--- src/rtl/eval_pkg.sv ---
// eval_pkg: shared constants and FSM state type for the f(x) evaluation
// scheduler.
//   FP_128    : 128.0 in single precision, the argument offset
//   FP_HALF   : 0.5, the linear-term coefficient
//   FP_INV128 : 2^-7, the argument scale
//   FP_QNAN   : the result returned on timeout
package eval_pkg;

    localparam logic [31:0] FP_128    = 32'h4300_0000;
    localparam logic [31:0] FP_HALF   = 32'h3F00_0000;
    localparam logic [31:0] FP_INV128 = 32'h3C00_0000;
    localparam logic [31:0] FP_QNAN   = 32'h7FC0_0000;

    typedef enum logic [3:0] {
        IDLE,
        SUB,
        SCALE,
        COS_SQ,
        HALF,
        WAIT_COS,
        MUL3,
        ADD,
        FIN
    } state_t;

endpackage

--- src/rtl/eval_wait_timer.sv ---
// eval_wait_timer: per-wait timeout counter for the scheduler.
//   clock, reset  : system clock, async active-low reset
//   clk_en        : global enable, counter frozen when low
//   clear         : restart the count (asserted on every unit issue)
//   enable        : a unit result is being awaited
//   expired       : TIMEOUT_CYCLES enabled wait cycles have elapsed
module eval_wait_timer #(
    parameter int TIMEOUT_CYCLES = 1024
) (
    input  logic clock,
    input  logic reset,
    input  logic clk_en,
    input  logic clear,
    input  logic enable,
    output logic expired
);

    localparam int W = $clog2(TIMEOUT_CYCLES + 1);
    localparam logic [W-1:0] LIMIT = W'(TIMEOUT_CYCLES - 1);

    logic [W-1:0] cnt;

    // Saturates at LIMIT so expired stays asserted until the FSM reacts.
    always_ff @(posedge clock or negedge reset) begin
        if (!reset) begin
            cnt <= '0;
        end else if (clk_en) begin
            if (clear)
                cnt <= '0;
            else if (enable && cnt != LIMIT)
                cnt <= cnt + 1'b1;
        end
    end

    // During the issue cycle the count still holds the previous wait's value,
    // so clear masks it.
    assign expired = enable && !clear && (cnt == LIMIT);

endmodule

--- src/rtl/eval_scheduler.sv ---
// eval_scheduler: sequences shared FP add/sub, multiplier and CORDIC cosine
// units to compute f(x) = 0.5*x + x^2 * cos((x-128)/128).
//   clock, reset, clk_en     : clock, async active-low reset, global enable
//   start, dataa             : request pulse and single-precision x
//   done, result, busy, error: completion pulse, held result, busy, timeout
//   as_*                     : add/sub unit request/response (as_op 1=sub)
//   mul_*                    : multiplier request/response
//   cos_*                    : cosine request/response
module eval_scheduler
    import eval_pkg::*;
#(
    parameter int TIMEOUT_CYCLES = 1024
) (
    input  logic        clock,
    input  logic        reset,
    input  logic        clk_en,
    input  logic        start,
    input  logic [31:0] dataa,
    output logic        done,
    output logic [31:0] result,
    output logic        busy,
    output logic        error,
    output logic        as_start,
    output logic        as_op,
    output logic [31:0] as_a,
    output logic [31:0] as_b,
    input  logic        as_done,
    input  logic [31:0] as_result,
    output logic        mul_start,
    output logic [31:0] mul_a,
    output logic [31:0] mul_b,
    input  logic        mul_done,
    input  logic [31:0] mul_result,
    output logic        cos_start,
    output logic [31:0] cos_arg,
    input  logic        cos_done,
    input  logic [31:0] cos_result
);

    state_t      state;
    logic [31:0] x_r, sq_r, half_r, cos_r;
    logic        cos_seen;
    logic        awaited;
    logic        waiting;
    logic        tmr_clear;
    logic        expired;

    // Done pulse of the unit the current state is waiting on; other done
    // pulses do not advance the sequence.
    always_comb begin
        awaited = 1'b0;
        case (state)
            SUB, ADD:                  awaited = as_done;
            SCALE, COS_SQ, HALF, MUL3: awaited = mul_done;
            WAIT_COS:                  awaited = cos_done;
            default:                   awaited = 1'b0;
        endcase
    end

    assign waiting   = (state != IDLE) && (state != FIN);
    assign tmr_clear = (state == IDLE) || as_start || mul_start || cos_start;

    eval_wait_timer #(
        .TIMEOUT_CYCLES(TIMEOUT_CYCLES)
    ) u_timer (
        .clock  (clock),
        .reset  (reset),
        .clk_en (clk_en),
        .clear  (tmr_clear),
        .enable (waiting),
        .expired(expired)
    );

    // Each state is the wait for the op issued on entry; operands are
    // registered with the start pulse and held until the next issue.
    always_ff @(posedge clock or negedge reset) begin
        if (!reset) begin
            state     <= IDLE;
            x_r       <= '0;
            sq_r      <= '0;
            half_r    <= '0;
            cos_r     <= '0;
            cos_seen  <= 1'b0;
            done      <= 1'b0;
            result    <= '0;
            busy      <= 1'b0;
            error     <= 1'b0;
            as_start  <= 1'b0;
            as_op     <= 1'b0;
            as_a      <= '0;
            as_b      <= '0;
            mul_start <= 1'b0;
            mul_a     <= '0;
            mul_b     <= '0;
            cos_start <= 1'b0;
            cos_arg   <= '0;
        end else if (clk_en) begin
            as_start  <= 1'b0;
            mul_start <= 1'b0;
            cos_start <= 1'b0;
            done      <= 1'b0;

            // Cosine runs alongside the two multiplies; grab it whenever it lands.
            if ((state == COS_SQ || state == HALF || state == WAIT_COS) && cos_done) begin
                cos_r    <= cos_result;
                cos_seen <= 1'b1;
            end

            case (state)
                IDLE: if (start) begin
                    x_r      <= dataa;
                    as_a     <= dataa;
                    as_b     <= FP_128;
                    as_op    <= 1'b1;
                    as_start <= 1'b1;
                    busy     <= 1'b1;
                    error    <= 1'b0;
                    state    <= SUB;
                end
                SUB: if (as_done) begin
                    mul_a     <= as_result;
                    mul_b     <= FP_INV128;
                    mul_start <= 1'b1;
                    state     <= SCALE;
                end
                SCALE: if (mul_done) begin
                    cos_arg   <= mul_result;
                    cos_start <= 1'b1;
                    cos_seen  <= 1'b0;
                    mul_a     <= x_r;
                    mul_b     <= x_r;
                    mul_start <= 1'b1;
                    state     <= COS_SQ;
                end
                COS_SQ: if (mul_done) begin
                    sq_r      <= mul_result;
                    mul_a     <= x_r;
                    mul_b     <= FP_HALF;
                    mul_start <= 1'b1;
                    state     <= HALF;
                end
                HALF: if (mul_done) begin
                    half_r <= mul_result;
                    // Skip WAIT_COS when the cosine is already in hand so the
                    // final multiply issues on the very next cycle.
                    if (cos_seen || cos_done) begin
                        mul_a     <= sq_r;
                        mul_b     <= cos_seen ? cos_r : cos_result;
                        mul_start <= 1'b1;
                        state     <= MUL3;
                    end else begin
                        state <= WAIT_COS;
                    end
                end
                WAIT_COS: if (cos_done) begin
                    mul_a     <= sq_r;
                    mul_b     <= cos_result;
                    mul_start <= 1'b1;
                    state     <= MUL3;
                end
                MUL3: if (mul_done) begin
                    as_a     <= half_r;
                    as_b     <= mul_result;
                    as_op    <= 1'b0;
                    as_start <= 1'b1;
                    state    <= ADD;
                end
                ADD: if (as_done) begin
                    result <= as_result;
                    done   <= 1'b1;
                    state  <= FIN;
                end
                FIN: begin
                    busy  <= 1'b0;
                    state <= IDLE;
                end
                default: state <= IDLE;
            endcase

            // Overrides any state action above.
            if (waiting && !awaited && expired) begin
                result <= FP_QNAN;
                error  <= 1'b1;
                done   <= 1'b1;
                state  <= FIN;
            end
        end
    end

endmodule

--- config.mk ---
export PLATFORM = sky130hd
export DESIGN_NAME = eval_scheduler
export DESIGN_NICKNAME = d
export VERILOG_FILES = /design/src/rtl/eval_pkg.sv /design/src/rtl/eval_wait_timer.sv /design/src/rtl/eval_scheduler.sv
export SDC_FILE = /design/constraint.sdc
export NUM_CORES = 1
export LEC_CHECK = 0
export ABC_AREA = 1
export ABC_CLOCK_PERIOD_IN_PS = 4600
export CAP_MARGIN = 20
export CORE_UTILIZATION = 55
export CTS_CLUSTER_DIAMETER = 150
export DETAILED_ROUTE_END_ITERATION = 10
export HOLD_SLACK_MARGIN = 0.03
export PLACE_DENSITY = 0.85
export SLEW_MARGIN = 20
export SYNTH_ARGS = -nofsm -noshare
export SYNTH_HDL_FRONTEND = slang
export SYNTH_HIERARCHICAL = 1
export SYNTH_SLANG_ARGS = --single-unit
--- constraint.sdc ---
create_clock -name clock -period 4.6 [get_ports clock]
set_input_delay 0.92 -clock clock [delete_from_list [all_inputs] [get_ports clock]]
set_output_delay 0.92 -clock clock [all_outputs]
set_load 0.01 [all_outputs]
==> flow_summary.ini <==
[clock_network]
cts_buffers = 36
clock_tree_from_tritoncts = yes
cts_hold_repair.buffers = 0
clk_latency_ns = 0.52
cts_repair_resize_count = 0
path_clk_slew_ns = 0.06
max-clock-path-buffers = 3
cts-htree-levels = 2
cts_setup_buffers = 0
clock_root_buffer_master = clkbuf_16
numClockSinks = 343

[worst_setup_path]
cp.buffers_inverters = 3
startpoint = state[1]
criticalPathCategory = flip-flop to flip-flop
crit_required_ns = 5.05
slowest_stage = dfrtp_1
cp_num_cells = 12
cpMostUsedCell = nand2_1
cp_max_fo = 24
worst_setup_path_end_kind = flip-flop
timing.critical_path.slowest_cell_delay_ns = 0.56
r2r_start = state[1]
reg2reg_depth = 12
crit_arrival_ns = 3.51
timing.critical_path.max_delay_family = simple AND/OR/NAND/NOR gates
setup.worst_path.start_class = flip-flop
timing.critical_path.cells = nor2_2 > nand2_1 > nand4_1 > inv_1 > nand2_1 > nor2_1 > a21boi_0 > nand3_2 > buf_4 > nand2_1 > inv_1 > nand2_1

[finish]
final_net_count = 2215
fin_cells = 2443
drive_gt1_share_pct = 6.89
area_used_by_multi_input_combinational_logic_um2 = 5520
area_growth_syn_to_layout_pct = 31.6
fillerInstances = 1915
area.sequential_um2 = 8580

[timing]
worst_case_hold_slack_ns = 0.436
hold_viol_final = 0
max_slew.worst_pin.slew_ns = 1.11
skew_ns = 0.0118
timing.max_slew.rel_slack_pct = 25.8
totalNegativeSetupSlack_ns = 0
final_period_util_pct = 66.4
clock.fmax_mhz = 327
rsz0062_at_grt = no
timing.final.crit_period_ns = 3.06
final-setup-viol-count = 0
finalMaxSlewViolations = 0

[logic_synthesis]
synth_fp_nets = 1921
synth-seq-cells = 343
synth.area.top_cells = dfrtp_1 (57%), nand2_1 (20%), o21ai_0 (4.9%)
synth_cell_type_count = 32
ys_seq_area_share_pct = 57.4
yosys.area.top_type = dfrtp_1
syn_area_per_cell_um2 = 8.38
yosysTopAreaCellShare_pct = 57.4
netlist_instances = 1785
yosys_warnings = 6
syn-cell-area_um2 = 15000

[die]
core_area_um2 = 26400
fp.dieW_um = 167
dieHeight_um = 167
ioPinCount = 334
initial_utilization_pct = 56.8
floorplan.die_area_um2 = 27900
std_cell_rows = 59

[global_routing]
top_usage_layer = met2
gr-usage-met3_pct = 6.68
globalRouteMet2Util_pct = 50.6
grt_max_degree = 109
globalRoute.totalOverflow = 0
grt_first_pass_wirelength_um = 73000
first_global_vias = 13300
number_of_antenna_violations_at_the_first_check_in_global_routing = 4
grt_use_met1_pct = 47.6
track_usage_pct = 33.5

[place]
dp_cells = 2375
gpl.final_weighted_congestion = 0.947
numPortBuffers = 333
hpwlAfterDp_um = 32200

[routing]
route.antenna.remaining_nets = 0
drt-initial-drc-count = 1531
drt-pass1-iter-count = 6
drc_violation_count_after_routing = 0
vias_per_cell = 5.58
detailroute.via_count = 13600
drt-wirelength-per-cell_um = 18.8
totalWireLength_um = 46000

[pwr]
irDropWorstVdd_mv = 0.396
static-leakage-power_nw = 9.63
power_density_nw_per_um2 = 658
design_power_total_mw = 12.9

[job]
drv_cap = 0

[worst_hold_path]
hold_path_class = input port to async pin

[outcome]
outcome = finished, final reports clean
==> cells in the mapped netlist (all sizes together) <==
cell / n
a211oi: 1
a21boi: 1
a21oi: 13
buf: 56
clkbuf: 40
clkinv: 1
dfrtp: 343
ha: 1
inv: 116
mux2i: 8
nand2: 794
nand3: 70
nand3b: 1
nand4: 9
nor2: 50
nor3: 1
o211ai: 69
o21ai: 177
o22ai: 1
or2: 32
xor2: 1
==> final timing paths <==
path | slack [ns] | to
worst max register to register | 1.54 | state[3]
min in group clock | 0.47 | mul_a[21]
worst max-delay path | 1.54 | state[3]
worst min-delay path | 0.44 | mul_a[1]
worst min register to register | 0.47 | mul_a[21]
max in group asynchronous | 3.12 | as_b[14]
==> logic make-up (layout without fill, tap and decap cells) <==
| group | Yosys count | in the layout | synth area share (%) |
|---|---|---|---|
| DFF | 343 | 343 | 57.4 |
| other | 0 | 4 | 0 |
| xor gates and xnor gates | 1 | 1 | 0.0586 |
| buffers and inverters | 213 | 532 | 6.03 |
| and+or+nand+nor | 957 | 957 | 25.9 |
| AOI/OAI and AO/OA | 262 | 262 | 9.96 |
| muxes | 8 | 8 | 0.535 |
| adders and majority gates | 1 | 1 | 0.0836 |
==> worst reg2reg max path, delay by kind of cell, from the launching register on <==
family / cells / cell delay, ns
compound gates: 1 / 0.32
simple gates: 8 / 1.30
flops: 1 / 0.56
buf+inv: 3 / 0.83
==> routing by layer <==
layer | vias up | part of all wire, %
met4 | 0 | 4.1
met3 | 119 | 9.5
met1 | 6581 | 42
met5 | - | 0
li1 | 6246 | -
met2 | 697 | 45
==> cell type report <==
type | instances | area share (%)
clock buffers | 53 | 5.47
flip-flops and latches | 343 | 43.6
diodes | 4 | 0.0509
well taps | 335 | 2.13
repair buffers | 352 | 18.0
inverters | 117 | 2.24
multi-input cells | 1229 | 28.0
clock inverters | 10 | 0.489
==> metrics by stage <==
stage                     util, %  area (um2)  setup WS, ns
after floorplan                 -       15000          2.36
final                        74.7       19700          1.54
after global placement       70.1       18500          1.43
after global routing         74.7       19700          1.28
after CTS                    74.6       19700          1.60
after detailed placement     70.1       18500          1.27
==> cells in the final DEF, fill, tap and decap left out, types with 4 or more instances in the layout <==
cell type	synthesis	routed
o21ai_0	147	147
nor2_1	38	38
nor2_4	6	7
clkdlybuf4s50_1	0	332
nand4_1	9	9
dfrtp_1	343	343
buf_4	11	14
nand2_1	787	785
nand3_1	69	68
clkinv_2	1	6
a21oi_1	13	13
inv_1	108	106
diode_2	0	4
clkbuf_1	38	7
mux2i_1	8	8
o211ai_1	69	69
clkbuf_8	0	9
nand2_2	5	7
buf_12	0	5
or2_2	32	32
nor2_2	6	5
o21ai_1	30	29
inv_2	8	10
clkbuf_16	0	37
==> where the power goes <==
part | internal [mW] | total, mW | leakage [nW] | switching (mW)
registers | 4.29 | 5.07 | 4.42 | 0.782
clock network | 1.68 | 2.89 | 0.579 | 1.21
logic | 2.24 | 4.98 | 4.63 | 2.74
Power figures use the tool's default switching activity.
==> variant 1 (same flow settings) <==
`TIMEOUT_CYCLES` is set to 1024 in 2 places; all go to 2048.
--- a/src/rtl/eval_wait_timer.sv
+++ b/src/rtl/eval_wait_timer.sv
@@ -6,5 +6,5 @@
 //   expired       : TIMEOUT_CYCLES enabled wait cycles have elapsed
 module eval_wait_timer #(
-    parameter int TIMEOUT_CYCLES = 1024
+    parameter int TIMEOUT_CYCLES = 2048
 ) (
     input  logic clock,
--- a/src/rtl/eval_scheduler.sv
+++ b/src/rtl/eval_scheduler.sv
@@ -10,5 +10,5 @@
     import eval_pkg::*;
 #(
-    parameter int TIMEOUT_CYCLES = 1024
+    parameter int TIMEOUT_CYCLES = 2048
 ) (
     input  logic        clock,
Function: not settled (the Yosys comparison gave no result); the edit may change what the design does.
==> variant 1 against the original RTL <==
Worst setup slack worse by 0.61 ns; cell area is 0.57% higher; critical endpoint is now state[2]; total power is 1.2% higher; wire length is 0.25% higher; largest cell class unchanged; count of clock-buffer cells in the layout is 2 lower; clock power is 3% higher; synthesized cell count is 0.90% higher; final cell count is 0.86% higher; area after synthesis is 0.47% higher; sequential cell count is 1 higher; sequential power is 1% higher; sequential share of layout area is 0.12 points lower.
==> variant 1: results (changes against the original RTL) <==
fill_cells: 1923  # +0.42%
hpwl_um: 32200  # -0.20%
seqCellArea_um2: 8610  # +0.29%
syn_inst: 1801  # +0.90%
grt_pass1_wl_um: 72200  # -1.0%
drt-initial-drc-count: 1415  # -7.6%
grt_pass1_vias: 13100  # -0.94%
p_int_mw: 8.32  # +1.4%
antenna_found_initial: 3  # -1
drt-met1-wl_um: 19200  # +0.81%
wire_per_inst_um: 18.7  # -0.60%
grt_use_met2_pct: 50.0  # -0.66 points
ys_warn_count: 6  # unchanged
status: "complete, no violations"
grt_use_total_pct: 33.1  # -0.34 points
drive_gt1_share_pct: 6.65  # -0.24 points
grt_util_met3_pct: 7.14  # +0.46 points
placed_area_um2: 18600  # +0.43%
groute.layer.met1.usage_pct: 46.2  # -1.4 points
crit_arrival_ns: 4.12  # +0.61 ns
cp_max_fo: 39  # +63%
min_path_type: "register to register"
place_ws_ns: 1.14  # -0.133 ns
wl_met2_um: 20900  # +1.3%
synth_area_leaders: "dfrtp_1 (57%), nand2_1 (20%), o21ai_0 (4.9%)"
post_synth_num_cell_types: 33  # +3.1%
cpPeakStageDelay_ns: 0.92  # +0.36 ns
multi_input_cells: 1244  # +1.2%
power.switching_mw: 4.77  # +0.79%
synth_common_cells: "nand2_1 (799), dfrtp_1 (344), o21ai_0 (147), inv_1 (109)"
comb_power_share_pct: 38.0  # -0.5 points
clk_share_pct: 6.11  # +0.16 points
leakage_nw: 9.68  # +0.52%
buffers: 351  # -0.28%
cts.sinks: 344  # +0.29%
grt_max_degree: 113  # +3.7%
nets: 2230  # +0.68%
yosysSeqAreaShare_pct: 57.3  # -0.10 points
viasPerCell: 5.53  # -1.0%
met3_length_um: 3910  # -11%
place_inst: 2396  # +0.88%
clock_skew_ns: 0.0141  # +0.00235 ns
area_growth_pct: 31.7  # about the same
antennaDiodeCount: 2  # -2
multi_input_area_um2: 5560  # +0.75%
cp_slowest_cell: "dfrtp_1"
irDropWorstVdd_v: 0.000459  # +16%
buf_share_pct: 17.9  # -0.076 points
wirelength_um: 46100  # +0.25%
multi_input_area_share_pct: 28.1  # +0.051 points
nClkBuffers: 51  # -3.8%
gp_congestion: 0.962  # +1.6%
[variant 1: kinds of logic after synthesis]
kind of cell               count (synthesis)  share of synthesized area [%]
and+or+nand+nor                          974                           26.2
adders and majority gates                  1                         0.0833
AOI/OAI and AO/OA                        261                           9.92
DFF                                      344                           57.3
buffers and inverters                    213                           6.03
muxes                                      8                          0.533
[variant 1: final timing paths]
| kind | endpoint | depth (start not counted) | slack [ns] | startpoint |
|---|---|---|---|---|
| hold reg to reg | mul_b[29] | 2 | 0.47 | mul_b[29] |
| setup / recovery | state[2] | 11 | 0.93 | state[0] |
| hold / removal | mul_b[29] | 2 | 0.47 | mul_b[29] |
| max in group asynchronous | as_b[22] | 2 | 3.15 | reset |
| setup reg to reg | state[2] | 11 | 0.93 | state[0] |
| min in group asynchronous | mul_b[1] | 1 | 0.50 | reset |
==> variant 2 (same flow settings) <==
Without the edit above. Put one more register stage on the output `cos_arg`, cleared by the reset. The value now appears one clock later. The other outputs are not delayed to match.
--- a/src/rtl/eval_scheduler.sv
+++ b/src/rtl/eval_scheduler.sv
@@ -38,4 +38,6 @@
 );
 
+    logic [31:0] cos_arg_s0;
+
     state_t      state;
     logic [31:0] x_r, sq_r, half_r, cos_r;
@@ -94,5 +96,5 @@
             mul_b     <= '0;
             cos_start <= 1'b0;
-            cos_arg   <= '0;
+            cos_arg_s0 <= '0;
         end else if (clk_en) begin
             as_start  <= 1'b0;
@@ -125,5 +127,5 @@
                 end
                 SCALE: if (mul_done) begin
-                    cos_arg   <= mul_result;
+                    cos_arg_s0 <= mul_result;
                     cos_start <= 1'b1;
                     cos_seen  <= 1'b0;
@@ -188,4 +190,12 @@
     end
 
+    always_ff @(posedge clock or negedge reset) begin
+        if (!reset) begin
+            cos_arg <= '0;
+        end else begin
+            cos_arg <= cos_arg_s0;
+        end
+    end
+
 endmodule
 
Function: not settled (the Yosys comparison gave no result); the edit may change what the design does.
==> variant 2 against the original RTL <==
Die area is 4.8% higher; critical endpoint is now as_b[7]; core utilization is 1.4 points lower; total power is 5.1% higher; worst setup slack worse by 0.34 ns; sequential cell count is 32 higher; area after synthesis is 4.9% higher; largest power group unchanged; sequential power is 10% higher; wire length is 6.7% higher; cell area is 4.0% higher; first-iteration DRC count is 9.6% lower.
==> variant 2: results (changes against the original RTL) <==
synth_common_cells: "nand2_1 (683), dfrtp_1 (375), o21ai_0 (241), inv_1 (120), nand3_1 (65)"
grt_max_degree: 132  # +21%
r2r_end: "as_b[7]"
synth_area_leaders: "dfrtp_1 (60%), nand2_1 (16%), o21ai_0 (7.7%)"
nets: 2226  # +0.50%
drt-initial-drc-count: 1384  # -9.6%
antennaDiodeCount: 0  # -4
yosysSeqAreaShare_pct: 59.8  # +2.4 points
grt_use_met2_pct: 52.0  # +1.4 points
worst_pin_slew_ns: 1.04  # -0.0708 ns
grt_pass1_wl_um: 76700  # +5.1%
place_ws_ns: 1.03  # -0.241 ns
switching_share_pct: 35.8  # -0.81 points
drive_gt1_share_pct: 6.57  # -0.32 points
post_synth_num_cell_types: 31  # -3.1%
antenna_found_initial: 1  # -3
wirelength_um: 49000  # +6.7%
grt_use_total_pct: 34.3  # +0.88 points
viasPerCell: 5.66  # +1.4%
leakage_nw: 9.87  # +2.5%
met3_length_um: 4950  # +13%
irDropWorstVdd_v: 0.000390  # -1.6%
cp_max_fo: 36  # +50%
crit_arrival_ns: 3.81  # +0.30 ns
hpwl_um: 34200  # +6.1%
clock_skew_ns: 0.0101  # -0.00168 ns
top_layer_used: "met5"
wl_met2_um: 22200  # +7.5%
drt-met1-wl_um: 20200  # +6.1%
pg_comb_mw: 4.88  # -2%
status: "complete, no violations"
==> variant 2: worst max-delay path by stage <==
stage,slack [ns],from,depth (start not counted),end
final,1.20,state[2],6,as_b[7]
after global routing,0.88,state[2],6,as_b[18]
after CTS,1.23,state[2],6,as_b[7]
after detailed placement,1.03,clk_en,6,result[30]
after global placement,1.14,clk_en,6,result[27]
after floorplan,2.44,state[1],14,result[0]
==> variant 2: final cells by class <==
| type | count | area, um^2 |
|---|---|---|
| flip-flops and latches | 375 | 9380 |
| fillers | 2028 | 7460 |
| multi-input cells | 1194 | 5370 |
| repair buffers | 349 | 3480 |
| clock buffers | 57 | 1150 |
| inverters | 131 | 497 |
| well taps | 378 | 473 |
| clock inverters | 10 | 115 |
==> variant 2: worst max-delay path, stage by stage, from the launching register on <==
cell and delay [ns]:
dfrtp_1 0.47, inv_2 0.07, nor2_4 0.18, nand2_2 0.45
inv_2 0.78, nand2_1 0.84, o21ai_0 0.46
==> variant 2: kinds of logic (layout without fill, tap and decap cells) <==
kind of cell             Yosys count  count (layout)  share of synthesized area [%]
AND/OR/NAND/NOR                  847             847                           22.0
flip-flops                       375             375                           59.8
AO/OA/AOI/OAI                    344             344                           11.9
buffers and inverters            225             547                           6.07
adder cells (fa/ha/maj)            1               1                         0.0798
XOR/XNOR                           1               1                         0.0558
multiplexers                       1               1                         0.0638
==> variant 2: through the flow <==
step	cell area, um^2	hold WS [ns]	std cells	util (%)	power [mW]
final	20500	0.328	2494	73.3	13.6
after detailed placement	19200	0.360	2427	68.7	10.4
after CTS	20500	0.359	2494	73.3	13.6
after global placement	19200	0.359	2427	68.7	10.2
after global routing	20500	0.370	2494	73.3	14.4
after floorplan	15700	0.354	1794	-	7.77
